`config.mk`:
```
export PLATFORM = sky130hd
export DESIGN_NAME = alu_arbiter
export DESIGN_NICKNAME = d
export VERILOG_FILES = /design/src/rtl/alu_pkg.sv /design/src/rtl/alu.sv /design/src/rtl/alu_arbiter.sv
export SDC_FILE = /design/constraint.sdc
export NUM_CORES = 1
export LEC_CHECK = 0
export CORE_UTILIZATION = 55
export CTS_BUF_LIST = sky130_fd_sc_hd__clkbuf_2 sky130_fd_sc_hd__clkbuf_4 sky130_fd_sc_hd__clkbuf_8
export CTS_CLUSTER_DIAMETER = 200
export DETAILED_ROUTE_END_ITERATION = 7
export DONT_BUFFER_PORTS = 1
export HOLD_SLACK_MARGIN = 0.08
export PLACE_DENSITY = 0.73
export RECOVER_POWER = 25
export SETUP_SLACK_MARGIN = 0.3
export SYNTH_ARGS = -nofsm -noshare
export SYNTH_HDL_FRONTEND = slang
export SYNTH_SLANG_ARGS = --single-unit
export TNS_END_PERCENT = 50
```
`constraint.sdc`:
```
create_clock -name clk -period 3.3 [get_ports clk]
set_input_delay 0.66 -clock clk [delete_from_list [all_inputs] [get_ports clk]]
set_output_delay 0.66 -clock clk [all_outputs]
set_load 0.005 [all_outputs]
```
`src/rtl/alu_pkg.sv`:
```
// Shared types and constants for the two-requester ALU arbiter.
package alu_pkg;
  localparam int NUM_REQ = 2;

  typedef enum logic [1:0] {
    OP_ADD = 2'b00,
    OP_SUB = 2'b01,
    OP_AND = 2'b10,
    OP_OR  = 2'b11
  } op_e;

  typedef enum logic {
    EMPTY = 1'b0,
    FULL  = 1'b1
  } state_e;
endpackage

```
`src/rtl/alu.sv`:
```
// Combinational ALU: add/sub wrap modulo 2^ALU_WIDTH, and/or bitwise.
module alu
  import alu_pkg::*;
#(
  parameter int ALU_WIDTH = 16
) (
  input  logic [ALU_WIDTH-1:0] a,
  input  logic [ALU_WIDTH-1:0] b,
  input  op_e                  op,
  output logic [ALU_WIDTH-1:0] y
);
  always_comb begin
    y = '0;
    case (op)
      OP_ADD:  y = a + b;
      OP_SUB:  y = a - b;
      OP_AND:  y = a & b;
      OP_OR:   y = a | b;
      default: y = '0;
    endcase
  end
endmodule

```
`src/rtl/alu_arbiter.sv`:
```
// Round-robin arbiter for two requesters sharing one ALU, with a single-entry
// response register that sustains one op per cycle when the consumer is ready.
module alu_arbiter
  import alu_pkg::*;
#(
  parameter int ALU_WIDTH = 16
) (
  input  logic                                clk,
  input  logic                                rst_n,
  input  logic [NUM_REQ-1:0]                  req_valid,
  output logic [NUM_REQ-1:0]                  req_ready,
  input  logic [NUM_REQ-1:0][ALU_WIDTH-1:0]   req_a,
  input  logic [NUM_REQ-1:0][ALU_WIDTH-1:0]   req_b,
  input  logic [NUM_REQ-1:0][1:0]             req_opcode,
  output logic                                rsp_valid,
  input  logic                                rsp_ready,
  output logic [ALU_WIDTH-1:0]                rsp_data,
  output logic                                rsp_id
);
  state_e               state;
  logic                 ptr;
  logic                 win;
  logic                 can_accept;
  logic                 accept;
  logic [ALU_WIDTH-1:0] alu_a, alu_b, alu_y;
  logic [1:0]           alu_op;

  // Winner depends only on valids and ptr, never on operand data.
  always_comb begin
    win = 1'b0;
    if (req_valid == 2'b11) win = ptr;
    else if (req_valid[1])  win = 1'b1;
  end

  assign can_accept = (state == EMPTY) || rsp_ready;

  always_comb begin
    req_ready = '0;
    if (rst_n && can_accept && req_valid[win]) req_ready[win] = 1'b1;
  end

  assign accept = |(req_valid & req_ready);

  assign alu_a  = req_a[win];
  assign alu_b  = req_b[win];
  assign alu_op = req_opcode[win];

  alu #(.ALU_WIDTH(ALU_WIDTH)) u_alu (
    .a  (alu_a),
    .b  (alu_b),
    .op (op_e'(alu_op)),
    .y  (alu_y)
  );

  always_ff @(posedge clk or negedge rst_n) begin
    if (!rst_n) begin
      state    <= EMPTY;
      rsp_data <= '0;
      rsp_id   <= 1'b0;
      ptr      <= 1'b0;
    end else if (accept) begin
      state    <= FULL;
      rsp_data <= alu_y;
      rsp_id   <= win;
      ptr      <= ~win;
    end else if (state == FULL && rsp_ready) begin
      state <= EMPTY;
    end
  end

  assign rsp_valid = (state == FULL);
endmodule
```
# Word level (Yosys, flattened, before mapping)
# Index checks and enable logic that the tools add are counted.
[word_totals]
output_inout_bits = 20
ff_bits = 19
[classes]
bitwise = 5
reduce_logical = 8
order_cmp = 2
eq_ne = 4
muxes = 16
n_addsub = 2
[op_table]
columns = ["cell", "n"]
rows = [
  ["2-to-1 mux 16 bit", 4],
  ["case mux 16 bit (4 select lines)", 1],
  ["adder 16 bit", 1],
  ["AND 16 bit", 1],
  ["bitwise OR 16 bit", 1],
  ["subtractor 16 bit", 1],
  ["2-to-1 mux 1 bit", 7],
  ["== test 2 bit, second input constant", 3],
  ["2-to-1 mux 2 bit", 3],
  ["logical AND 1 bit", 4],
  ["AND 2 bit", 1],
  ["== test 2 x 1 -> 1 bit, second input constant", 1],
  ["logical NOT 2 bit", 1],
  ["< comparator 1 x 2 -> 1 bit, second input constant", 1],
  ["inverter 1 bit", 2],
  ["nonzero test 2 bit", 1],
  ["OR reduction 2 bit", 1],
  ["demux 1 bit (select 1 bit)", 1],
  [">= comparator 1 bit, second input constant", 1],
  ["logical OR 1 bit", 1],
]

# Depth between registers and ports, before layout
# Gate-level depths: netlist of run 1.
[logic_depth]
word_depth = 10
ltp_mapped = 18
mapped_depth_nobuf = 16

# Hierarchy
# Synthesis of run 1 repeated with hierarchy kept, for this count alone.
[unflattened]
cells_unflattened = 282
hier_area_um2 = 2570.0
[by_module_without_submodules]
columns = ["module", "n_inst", "cells_each", "area_per_inst_um2", "seq_area_each_um2"]
rows = [
  ["alu", 1, 197, 1405.1, 0.0],
  ["alu_arbiter", 1, 85, 1164.9, 475.5],
]

# Worst setup path before layout of run 1
# OpenSTA, ideal clock, no wires.
[synth_timing]
path_type = "in2reg"
from = "input req_valid[0]"
to = "register rsp_data[12]"
arrival_ps = 3396
t_required_ps = 3158
path_slack_ps = -239
path_stages = 17
cell_sequence = "inv_2 > o21ai_1 > buf_4 > buf_2 > mux2i_1 > nand2_1 > nand2b_1 > nand2_1 > xnor2_1 > ha_1 > o21a_1 > nor2_1 > a211o_1 > nand2_1 > a211oi_1 > mux2i_1 > o221ai_1"
[synth_via]
elab_chain_cells = 9
word_cells_on_any_way = 28
[synth_rtl]
columns = ["item", "line_no", "rtl"]
rows = [
  ["start: declaration", "alu_arbiter.sv:10", "input logic [NUM_REQ-1:0] req_valid,"],
  ["branches (longest 9 deep; another with subtractor 16 bit)", "n/a", ""],
  ["end signal: assignment", "alu_arbiter.sv:63", "rsp_data <= alu_y;"],
  ["end: declaration", "alu_arbiter.sv:17", "output logic [ALU_WIDTH-1:0] rsp_data,"],
]
# Several ways; the timed one is not identified. The select of a mux whose other input is x is not followed.
# A chain may end at the register's enable or synchronous reset.

# Worst setup path after layout of run 1
[layout_timing]
from = "register ptr"
to = "register rsp_data[14]"
[layout_via]
elab_chain_cells = 8
word_cells_on_any_way = 27
[layout_rtl]
columns = ["item", "line_no", "rtl"]
rows = [
  ["start: declaration", "alu_arbiter.sv:21", "logic ptr;"],
  ["start signal: assignment", "alu_arbiter.sv:65", "ptr <= ~win;"],
  ["2-to-1 mux 1 bit (*)", "alu_arbiter.sv:31", "if (req_valid == 2'b11) win = ptr;"],
  ["branches (longest 7 deep; another with subtractor 16 bit)", "n/a", ""],
]
# Every way passes the cells marked *. The select of a mux whose other input is x is not followed.

==> flow_summary_export.csv, run 1 <==
group,metric,value,unit
outcome,outcome,"complete, but fails checks",
outcome,violations,"DRC, setup timing",
sta,drv_slew,0,
power_and_ir_drop,finalPower,1.751,mW
synthesis,synthTopCellsByCount,"nand2_1 (70), nor2_1 (30), a21oi_1 (27), mux2i_1 (22)",
clock_network,cts.clk_slew.worst_paths,0.07,ns
setup_path,worstPathRequired,3.43,ns
placed_design,dp_slack,-0.2118,ns
finish,synthToLayoutAreaGrowth,37.01,%
placed_design,place_area,3012,um2
placed_design,io_buffers,0,
floorplanning,core-area,4444,um2
placed_design,hpwl,5789,um
synthesis,synth_area,2600,um2
detailed_routing,via_per_inst,6.670,
floorplanning,die_h,70.76,um
clock_network,htree_levels,1,
setup_path,cpPeakStageDelay,0.43,ns
power_and_ir_drop,peakVddDrop,0.0002217,V
sta,tns,-0.5665,ns
setup_path,crit_fanout,6,
detailed_routing,ant_nets,0,
synthesis,synth_edf_count,0,
clock_network,clk_latency,0.25,ns
synthesis,syn_nets,437,
worst_hold_path,hold_path_class,"in2async",
sta,skew,0.001696,ns
finish,n_fill_cell,288,
setup_path,crit_path_end_kind,"flop",
synthesis,synth_top_area_share,0.1829,
global_route,grt_pass1_vias,2657,
clock_network,clock-sinks,19,
power_and_ir_drop,p_leak,1.613,nW
setup_path,worst-setup-path-type,"reg2reg",
detailed_routing,avgRoutedWirePerCell,20.03,um
sta,relSlewSlack,0.6759,
power_and_ir_drop,powerDensity,491.5,nW/um2
finish,ff_latch_area,475.5,um2
floorplanning,pin_count,93,
global_route,grt_usage,0.3074,
synthesis,synth_simple_gate_area_frac,0.2166,
sta,fin_ws,-0.1231,ns
global_route,grt_max_degree,26,
finish,drive_gt1_frac,0.3382,
run,cap_viol_max_count,0,
sta,whs,0.09399,ns
sta,final-setup-viol-count,8,
synthesis,synth_mux_area_frac,0.1020,
setup_path,critPathSlowestCell,"dfrtp_1",
placed_design,gp_congestion,0.9313,
synthesis,synth-seq-cells,19,
sta,tightest_slew,0.4727,ns
global_route,grt_pass1_wl,12360,um
sta,period_needed,3.423,ns
synthesis,synth_cell_types,52,
detailed_routing,vias,3068,
setup_path,arrival,3.56,ns
global_route,antenna_found_initial,0,
finish,fin_util,0.8015,
synthesis,async_flop_share,1.000,
sta,fmax,0.2921,GHz
detailed_routing,wirelength,9215,um
finish,final_cells,460,
synthesis,syn_inst,349,
detailed_routing,drc_errors,18,
clock_network,cts_buffers,3,
synthesis,yosys.area_share.adder,0.1025,
synthesis,synth_top_family_by_area,"compound AO/OA/AOI/OAI gates",
synthesis,syn_area_per_cell,7.450,um2
floorplanning,die_w,70.76,um
sta,timing.final.crit_share,1.037,
clock_network,clk_path_buf_depth,2,
synthesis,synth_top_area_cell,"dfrtp_1",
sta,hold_viol,0,
setup_path,path_cells,"o21ai_4, nand3b_1, o21ai_1, nor2_2, xnor2_2, buf_4, fa_2, nor2b_1, o21ai_1, a21o_1, a211o_1, buf_4, a31oi_4, xnor2_2, o21ai_1",
finish,num_antenna_cells,0,
floorplanning,dieArea,5006,um2
finish,nNetsFinal,497,
synthesis,ys_seq_area_frac,0.1829,
finish,multi_input_area,2325,um2
sta,rsz0062_at_grt,"true",
placed_design,placed_cells,430,
detailed_routing,drt_iter0_markers,268,
clock_network,cts-root-buf,"clkbuf_8",
synthesis,synth_xor_area_frac,0.1011,
detailed_routing,dr.pass1.iters,8,
synthesis,ys.flop_type,"dfrtp_1",
setup_path,path_common_cell,"o21ai_1",
clock_network,cts_tree,"done",
synthesis,synthMostInstantiatedCell,"nand2_1",
synthesis,ys_warn_count,0,
floorplanning,num_rows,24,
synthesis,synth-compound-area-share,0.2531,
global_route,grt_remaining_overflow,0,
setup_path,cp-start-kind,"flop",
synthesis,netlist_top_cells_area,"dfrtp_1 (18%), nand2_1 (10%), mux2i_1 (8.5%)",
floorplanning,start_util,0.5850,
finish,stdcell_area,3562,um2
[flip-flops by register name, indices dropped and copies added, names as in the netlist]
register and flops:
rsp_data 16, rsp_valid 1, ptr 1, rsp_id 1
[area by class of cell]
type | count | area share
multi-input combinational | 305 | 0.6526
timing repair buffer | 69 | 0.1675
sequential | 19 | 0.1335
tap | 52 | 0.01826
inverter | 11 | 0.01510
clock buffer | 3 | 0.01159
clock inverter | 1 | 0.001405
[report_power, final]
group	internal (mW)	switching (mW)	total, mW
Clock	0.0838	0.0766	0.160
Sequential	0.307	0.0618	0.369
Combinational	0.589	0.632	1.22
Total	0.980	0.771	1.75
[layout by cell type, fill, tap and decap left out, types with 10 or more instances in the layout]
cell and count:
a21oi_1 20, buf_4 56, buf_6 11, dfrtp_1 19, ha_1 10, mux2i_1 15
nand2_1 66, nor2_1 27, nor3_1 11, o21ai_1 16, xnor2_1 15, xor2_1 10
[worst paths after layout]
check	from	to	slack, ns	depth (start not counted)
setup / recovery	ptr	rsp_data[14]	-0.12	15
hold / removal	rst_n	rsp_data[0]	0.09	0
setup reg to reg	ptr	rsp_data[14]	-0.12	15
hold reg to reg	rsp_id	rsp_id	0.51	1
max in group asynchronous	rst_n	rsp_data[10]	3.13	0
min in group clk	rsp_id	rsp_id	0.51	1
[repair_timing]
action	in CTS	in global routing
hold buffers	0	0
gates cloned	1	0
pin swaps	24	37
setup buffers	14	11
endpoints found under the setup margin	9	12
resized for setup	21	40
[kinds of logic (layout without fill, tap and decap cells)]
group                    Yosys count  count (layout)
buffers and inverters             25              84
AO/OA/AOI/OAI                     94              94
flip-flops                        19              19
adder cells (fa/ha/maj)           22              22
XOR/XNOR                          30              30
multiplexers                      26              26
AND/OR/NAND/NOR                  133             133
[per-layer routing]
| layer | GRT usage | share of wire | up-vias |
|---|---|---|---|
| met5 | 0 | 0 | - |
| met4 | 0.1089 | 0.041 | 0 |
| met3 | 0.03276 | 0.10 | 58 |
| met2 | 0.5235 | 0.48 | 249 |
| met1 | 0.4050 | 0.38 | 1411 |
| li1 | - | - | 1350 |
[worst max-delay path: cells and delay by family, from the launching register on]
kind / cells / cell delay [ns]
xor+xnor: 2 / 0.33
simple gates: 3 / 0.44
compound gates: 7 / 1.41
fa+ha+maj: 1 / 0.37
flops: 1 / 0.43
buf+inv: 2 / 0.33
Power figures use the tool's default switching activity.
==> run 2: changes to the inputs <==
Settings changed: CORE_UTILIZATION 55 to 24, PLACE_DENSITY 0.73 to 0.47.
==> run 2 against run 1 <==
The run now ends clean; worst hold slack better by 0.0012 ns; clock skew grew 0.0028 ns; first-iteration DRC count decreased by 46%; non-clock buffer count is 9 higher; register-to-register slack improved by 0.22 ns; cell count is 20% higher; core utilization is 44 points lower; via count shrank 13%; fmax grew 6.9%; sequential share of layout area fell by 0.79 points; routed wire length decreased by 8.6%; largest cell class unchanged; highest routed layer unchanged.
==> flow_summary_export.csv, run 2 (synthesis results as in run 1) <==
group,metric,value,unit
setup_path,worst-setup-path-type,"reg2reg",
detailed_routing,avgRoutedWirePerCell,15.24,um
sta,final-setup-viol-count,0,
clock_network,htree_levels,1,
finish,fin_util,0.3644,
placed_design,placed_cells,525,
placed_design,dp_slack,-0.2145,ns
sta,fin_ws,0.09666,ns
run,cap_viol_max_count,0,
sta,skew,0.004479,ns
clock_network,cts.clk_slew.worst_paths,0.07,ns
sta,hold_viol,0,
finish,nNetsFinal,506,
setup_path,crit_fanout,7,
floorplanning,die_h,106.1,um
sta,timing.final.crit_share,0.9707,
detailed_routing,vias,2658,
sta,period_needed,3.203,ns
finish,ff_latch_area,476.7,um2
power_and_ir_drop,powerDensity,456.6,nW/um2
clock_network,clk_path_buf_depth,2,
setup_path,path_common_cell,"a21oi_4",
detailed_routing,dr.pass1.iters,4,
finish,synthToLayoutAreaGrowth,46.01,%
setup_path,critPathSlowestCell,"dfrtp_2",
power_and_ir_drop,p_leak,1.673,nW
sta,rsz0062_at_grt,"true",
outcome,outcome,"completed",
setup_path,crit_family,"compound AO/OA/AOI/OAI gates",
power_and_ir_drop,peakVddDrop,0.0001743,V
detailed_routing,drc_errors,0,
detailed_routing,ant_nets,0,
floorplanning,start_util,0.2496,
global_route,grt_remaining_overflow,0,
sta,drv_slew,0,
clock_network,clk_latency,0.26,ns
finish,final_common_cell,"nand2_1",
setup_path,path_cells,"buf_4, inv_4, a21boi_4, buf_12, o32a_1, buf_6, a21oi_4, nor2_1, xor2_1, ha_1, a21o_1, a211oi_2, nand2_1, o21ai_0, a21oi_4, xnor2_1, o21ai_1",
floorplanning,pin_count,93,
finish,num_antenna_cells,0,
sta,tightest_slew,0.4946,ns
floorplanning,core-area,10420,um2
clock_network,clock-sinks,19,
setup_path,worstPathRequired,3.44,ns
finish,final_cells,553,
floorplanning,num_rows,37,
sta,relSlewSlack,0.6692,
finish,n_fill_cell,1078,
clock_network,cts_tree,"done",
clock_network,cts_buffers,3,
finish,stdcell_area,3796,um2
detailed_routing,drt_iter0_markers,146,
detailed_routing,via_per_inst,4.807,
clock_network,cts-root-buf,"clkbuf_8",
floorplanning,dieArea,11250,um2
sta,tns,0,ns
placed_design,gp_congestion,0.8610,
placed_design,place_area,3199,um2
global_route,antenna_found_initial,0,
floorplanning,die_w,106.1,um
global_route,grt_max_degree,35,
finish,multi_input_area,2365,um2
finish,top_register,"rsp_data",
detailed_routing,wirelength,8427,um
setup_path,cp-start-kind,"flop",
setup_path,path_buf_inv,4,
sta,fmax,0.3122,GHz
global_route,grt_usage,0.1450,
placed_design,hpwl,6716,um
global_route,grt_pass1_vias,2575,
worst_hold_path,hold_path_class,"in2async",
finish,largest_reg_flops,16,
setup_path,crit_path_end_kind,"flop",
sta,whs,0.09521,ns
power_and_ir_drop,finalPower,1.733,mW
setup_path,arrival,3.35,ns
finish,drive_gt1_frac,0.3669,
setup_path,cpPeakStageDelay,0.44,ns
global_route,grt_pass1_wl,12950,um
finish,final_cell_mix,"nand2_1 (66), buf_4 (61), nor2_1 (26)",
placed_design,io_buffers,0,
[run 2: routing by layer]
| metal | share of wire | up-vias | track usage |
|---|---|---|---|
| met3 | 0.040 | 9 | 0.01471 |
| met5 | 0 | - | 0 |
| met1 | 0.48 | 1232 | 0.2070 |
| li1 | - | 1359 | - |
| met2 | 0.47 | 58 | 0.2381 |
| met4 | 0.0088 | 0 | 0.02381 |
[run 2: worst paths after layout]
kind | depth (start not counted) | startpoint | to | slack, ns
max | 17 | ptr | rsp_data[15] | 0.1
min | 0 | rst_n | rsp_data[0] | 0.1
max reg2reg | 17 | ptr | rsp_data[15] | 0.1
min reg2reg | 1 | rsp_id | rsp_id | 0.51
max in group asynchronous | 1 | rst_n | rsp_data[6] | 2.17
min in group clk | 1 | rsp_id | rsp_id | 0.51
[run 2: layout make-up]
class	count	share of cell area
Multi-Input combinational cell	305	0.6229
Clock inverter	1	0.001318
Sequential cell	19	0.1256
Inverter	11	0.01483
Timing Repair Buffer	78	0.1796
Tap cell	136	0.04483
Clock buffer	3	0.01088
[run 2: repair_timing]
| action | in CTS | in global routing |
|---|---|---|
| hold buffers | 0 | 1 |
| gates resized for setup | 15 | 60 |
| cloned | 1 | 0 |
| endpoints found under the hold margin | 0 | 11 |
| endpoints found under the setup margin | 11 | 13 |
| setup buffers | 8 | 14 |
| pin swaps | 15 | 39 |
[run 2: power breakdown]
group          internal (mW)  switching, mW
sequential             0.307         0.0685
combinational          0.620          0.576
clock                 0.0839         0.0775
